`src/rtl/bus_arbiter.sv`:
```
// rtl/bus_arbiter.sv - two-requester (fetch / data) arbiter onto a shared memory bus
// Data access wins over fetch; each grant is held until ack, timeout or flush-drop.
module bus_arbiter #(
  parameter int ADDR_W      = 32,
  parameter int DATA_W      = 32,
  parameter int TIMEOUT_CYC = 255
) (
  input  logic              clk,
  input  logic              rst,
  input  logic              if_req,
  input  logic [ADDR_W-1:0] if_addr,
  input  logic              mem_req,
  input  logic              mem_we,
  input  logic [ADDR_W-1:0] mem_addr,
  input  logic [DATA_W-1:0] mem_wdata,
  input  logic [3:0]        mem_sel,
  input  logic              if_hold,
  input  logic              mem_hold,
  input  logic              flush,
  output logic              bus_cyc,
  output logic              bus_we,
  output logic [ADDR_W-1:0] bus_addr,
  output logic [DATA_W-1:0] bus_wdata,
  output logic [3:0]        bus_sel,
  input  logic              bus_ack,
  input  logic [DATA_W-1:0] bus_rdata,
  output logic [DATA_W-1:0] if_rdata,
  output logic [DATA_W-1:0] mem_rdata,
  output logic              stallreq_from_if,
  output logic              stallreq_from_mem,
  output logic              bus_err
);

  typedef enum logic [2:0] {
    ST_IDLE, ST_IF_BUSY, ST_MEM_BUSY, ST_IF_DROP, ST_IF_DONE, ST_MEM_DONE
  } state_t;

  localparam logic [7:0] LP_LAST = 8'(TIMEOUT_CYC - 1);

  state_t            r_state;
  logic              r_cyc;
  logic              r_we;
  logic [ADDR_W-1:0] r_addr;
  logic [DATA_W-1:0] r_wdata;
  logic [3:0]        r_sel;
  logic [DATA_W-1:0] r_if_rdata;
  logic [DATA_W-1:0] r_mem_rdata;
  logic              r_err;
  logic [7:0]        r_cnt;
  logic              w_timeout;

  // Abort fires on the last allowed wait cycle, so the counter never reaches TIMEOUT_CYC.
  assign w_timeout = (r_cnt == LP_LAST);

  always_ff @(posedge clk or posedge rst) begin
    if (rst) begin
      r_state     <= ST_IDLE;
      r_cyc       <= 1'b0;
      r_we        <= 1'b0;
      r_addr      <= '0;
      r_wdata     <= '0;
      r_sel       <= 4'h0;
      r_if_rdata  <= '0;
      r_mem_rdata <= '0;
      r_err       <= 1'b0;
      r_cnt       <= 8'd0;
    end else begin
      r_err <= 1'b0;
      case (r_state)
        ST_IDLE: begin
          if (mem_req) begin
            r_state <= ST_MEM_BUSY;
            r_cyc   <= 1'b1;
            r_we    <= mem_we;
            r_addr  <= mem_addr;
            r_wdata <= mem_wdata;
            r_sel   <= mem_sel;
            r_cnt   <= 8'd0;
          end else if (if_req && !flush) begin
            r_state <= ST_IF_BUSY;
            r_cyc   <= 1'b1;
            r_we    <= 1'b0;
            r_addr  <= if_addr;
            r_wdata <= '0;
            r_sel   <= 4'hF;
            r_cnt   <= 8'd0;
          end
        end
        ST_IF_BUSY: begin
          if (bus_ack) begin
            r_cyc <= 1'b0;
            if (flush) begin
              r_state <= ST_IDLE;
            end else begin
              r_if_rdata <= bus_rdata;
              r_state    <= ST_IF_DONE;
            end
          end else if (flush) begin
            r_state <= ST_IF_DROP;
            r_cnt   <= 8'd0;
          end else if (w_timeout) begin
            r_cyc      <= 1'b0;
            r_if_rdata <= '0;
            r_err      <= 1'b1;
            r_state    <= ST_IF_DONE;
          end else begin
            r_cnt <= r_cnt + 8'd1;
          end
        end
        ST_MEM_BUSY: begin
          if (bus_ack) begin
            r_cyc       <= 1'b0;
            r_mem_rdata <= bus_rdata;
            r_state     <= ST_MEM_DONE;
          end else if (w_timeout) begin
            r_cyc       <= 1'b0;
            r_mem_rdata <= '0;
            r_err       <= 1'b1;
            r_state     <= ST_MEM_DONE;
          end else begin
            r_cnt <= r_cnt + 8'd1;
          end
        end
        ST_IF_DROP: begin
          // The bus cycle must still complete; its data belongs to a flushed fetch.
          if (bus_ack) begin
            r_cyc   <= 1'b0;
            r_state <= ST_IDLE;
          end else if (w_timeout) begin
            r_cyc   <= 1'b0;
            r_err   <= 1'b1;
            r_state <= ST_IDLE;
          end else begin
            r_cnt <= r_cnt + 8'd1;
          end
        end
        ST_IF_DONE: begin
          if (flush || !if_hold) r_state <= ST_IDLE;
        end
        ST_MEM_DONE: begin
          if (!mem_hold) r_state <= ST_IDLE;
        end
        default: r_state <= ST_IDLE;
      endcase
    end
  end

  assign bus_cyc           = r_cyc;
  assign bus_we            = r_we;
  assign bus_addr          = r_addr;
  assign bus_wdata         = r_wdata;
  assign bus_sel           = r_sel;
  assign if_rdata          = r_if_rdata;
  assign mem_rdata         = r_mem_rdata;
  assign bus_err           = r_err;
  assign stallreq_from_if  = if_req && (r_state != ST_IF_DONE);
  assign stallreq_from_mem = mem_req && (r_state != ST_MEM_DONE);

endmodule

```
`config.mk`:
```
export PLATFORM = sky130hd
export DESIGN_NAME = bus_arbiter
export DESIGN_NICKNAME = d
export VERILOG_FILES = /design/src/rtl/bus_arbiter.sv
export SDC_FILE = /design/constraint.sdc
export NUM_CORES = 1
export LEC_CHECK = 0
export BUFFER_PORTS_ARGS = -buffer_cell sky130_fd_sc_hd__buf_2
export CORE_MARGIN = 1
export CORE_UTILIZATION = 47
export DETAILED_ROUTE_END_ITERATION = 16
export PLACE_DENSITY = 0.87
export RECOVER_POWER = 100
export SETUP_SLACK_MARGIN = 0.1
export SYNTH_ARGS = -nofsm -noshare
export SYNTH_HDL_FRONTEND = slang
export SYNTH_SLANG_ARGS = --single-unit
export TNS_END_PERCENT = 30
```
`constraint.sdc`:
```
create_clock -name clk -period 6.4 [get_ports clk]
set_input_delay 0.96 -clock clk [delete_from_list [all_inputs] [get_ports clk]]
set_output_delay 0.96 -clock clk [all_outputs]
set_load 0.02 [all_outputs]
```
==> qor.yml <==
status: "finished with violations"
violations: "max-capacitance violations, max-slew violations"
grt_max_degree: 98
met2_length_um: 8673
synth_ff_type: "dfrtp_1"
relSlewSlack_pct: -100.6
finalHoldViolCount: 0
yosys.area_share.adder_pct: 0.4233
drt_wl_total_um: 17030
critPathLaunch: "mem_req"
cts-buffers-inserted: 17
drt-met1-wl_um: 6547
postRouteAntennaNets: 0
htreeDepth: 4
regToRegStartpoint: "r_state[0]"
hold_class: "register to register"
fin_area_mm2: 0.007818
portBuffers: 277
p_leak_nw: 3.787
synth.net_count: 607
grt_pass1_vias: 5213
period_needed_ns: 4.415
first_pass_iters: 4
worst_setup_path_start_kind: "input pin"
die_area_mm2: 0.01303
path_class: "input pin to output pin"
fin_skew_ns: 0.01014
fin_tns_setup_ns: 0
ff2ff_path_depth: 4
drive_above_1_share_pct: 24.43
ys_types: 44
hpwl_um: 11660
async_flop_share_pct: 100.0
die_h_um: 114.2
start_util_pct: 48.81
postCtsSetupRepairBufs: 0
num_rows: 40
yosysWarnings: 0
worstSetupEndpoint: "stallreq_from_mem"
crit_required_ns: 5.44
die_w_um: 114.2
worstPathArrival_ns: 3.46
final_nets: 871
postPlaceCellArea_mm2: 0.007360
maxCapViolCount: 5
drtIter0Drc: 426
hold_buffers: 0
ios: 278
ys_ff_latch: 146
rsz0062_at_grt: "no"
avgSynthCellArea_um2: 12.74
setup_violations: 0
netlist_area_mm2: 0.005912
tightestPinTransition_ns: 2.993
core_region_area_mm2: 0.01211
cts_root_buffer: "clkbuf_16"
via_per_inst: 5.555
max-vdd-ir-drop_uv: 319.2
cts_tree: "done"
drc: 0
gr-total-overflow: 0
synth_top_family_by_area: "compound AO/OA/AOI/OAI gates"
cts_buffer_depth: 2
yosys.area_share.simple_pct: 5.524
cts_sinks: 146
synth.area.mux_share_pct: 5.587
vias: 5072
seq_area_frac_synth_pct: 61.80
synth_xor_area_share_pct: 0
syn_inst: 464
worstSkewPairLatency_ns: 0.42
powerDensity_mw_per_mm2: 550.0
synth_edf_count: 0
antenna_found_initial: 3
r2r_setup_slack_ns: 3.34
slew_viol_final: 275
synth_compound_area_share_pct: 22.73
highest_layer: "met4"
syn_to_final_growth_pct: 32.23
critPathMaxFanout: 39
ctsResizeCount: 0
place_congestion: 0.8538
grt_pass1_wl_um: 26360
reg2reg_to: "if_rdata[22]"
worst_setup_path_end_kind: "output pin"
wl_met3_um: 1485
timing.final.crit_share_pct: 68.99
track_usage_pct: 26.49
max_freq_mhz: 226.5
wl_per_cell_um: 18.65
clk_pin_slew_ns: 0.06
-- Yosys cell counts, types with 2 or more instances --
cell type    n  area (um^2)
buf_6        3        33.78
clkbuf_1    10        37.54
o21ai_1     17        85.08
nand2_1     33        123.9
mux2i_1     33        330.3
buf_4        6        45.04
o22ai_1      3        18.77
nor2_1      10        37.54
nor2b_1      3        18.77
and2_1       3        18.77
o32ai_1      3        26.28
inv_1        5        18.77
o21a_1       4        30.03
nor3_2       2        20.02
dfrtp_1    146         3654
ha_1         2        25.02
a22o_1     102        893.4
o21ai_0     24        120.1
o211ai_1     2        15.01
nand4_1      3        18.77
inv_2        2        7.510
a21boi_0     2        15.01
nand3_1      4        20.02
buf_2       18        90.09
o22a_1       4        35.03
nor3_1       2        10.01
-- per-layer routing --
metal / global-route usage (%) / vias up
met5: 0 / -
met2: 45.09 / 284
met1: 30.36 / 2501
met3: 9.317 / 25
met4: 11.08 / 0
li1: - / 2262
-- worst max-delay path: stages --
cell	delay, ns
buf_2	0.07
clkbuf_1	1.91
o31a_1	0.34
buf_2	0.16
-- cell families (layout without fill, tap and decap cells) --
| group | Yosys count | count (layout) |
|---|---|---|
| AOI/OAI and AO/OA | 174 | 174 |
| DFF | 146 | 146 |
| and+or+nand+nor | 65 | 65 |
| buffers and inverters | 44 | 321 |
| muxes | 33 | 33 |
| adders and majority gates | 2 | 2 |
| other | 0 | 4 |
-- cell type report --
class,count,area [um^2]
Timing Repair Buffer,282,1246
Fill cell,978,4294
Inverter,7,27.53
Antenna cell,4,10.01
Clock buffer,19,442.9
Clock inverter,13,206.4
Sequential cell,146,3654
Multi-Input combinational cell,274,2021
Tap cell,168,210.2
-- state kept, by name, indices dropped and copies added, names as in the netlist, 3 cells and up --
name and count:
mem_rdata 32, if_rdata 32, bus_sel 4, r_state 3
bus_wdata 32, bus_addr 32, r_cnt 8
-- worst min path at each step --
stage / to / cells past startpoint / slack (ns) / startpoint
global route: mem_rdata[14] / 1 / 0.51 / mem_rdata[14]
floorplan: r_cnt[6] / 2 / 0.50 / r_cnt[6]
CTS: bus_addr[29] / 2 / 0.48 / bus_addr[29]
finish: bus_addr[7] / 2 / 0.47 / bus_addr[7]
global placement: bus_addr[31] / 2 / 0.46 / bus_addr[31]
detailed placement: bus_addr[29] / 2 / 0.46 / bus_addr[29]
-- stage by stage --
stage / std cells / hold WS (ns) / worst slack (ns) / utilization (%) / power [mW]
after CTS: 909 / 0.4785 / 3.489 / 66.13 / 4.417
after detailed placement: 877 / 0.4649 / 3.489 / 60.76 / 3.306
after global placement: 877 / 0.4563 / 3.503 / 60.76 / 3.237
after global routing: 912 / 0.5093 / 1.791 / 64.52 / 4.528
after floorplan: 464 / 0.5035 / 1.517 / - / 2.704
final: 913 / 0.4750 / 1.985 / 64.55 / 4.300
-- where the power goes --
group          switching (mW)  internal, mW
Combinational            1.07         0.545
Clock                   0.378         0.703
Sequential              0.278          1.33
-- cell usage in the layout (no fill, tap or decap), drive strengths merged, types with 4 or more instances in the layout --
master / netlist / final
a22o: 102 / 102
nor3: 5 / 5
diode: 0 / 4
nor2: 10 / 10
nand3: 4 / 4
nand2: 33 / 33
buf: 27 / 143
o22a: 4 / 4
dfrtp: 146 / 146
clkinv: 0 / 4
o21a: 4 / 4
o21ai: 42 / 42
mux2i: 33 / 33
bufinv: 0 / 5
inv: 7 / 8
clkbuf: 10 / 158
Note: power is estimated with default switching activity, not from simulation.
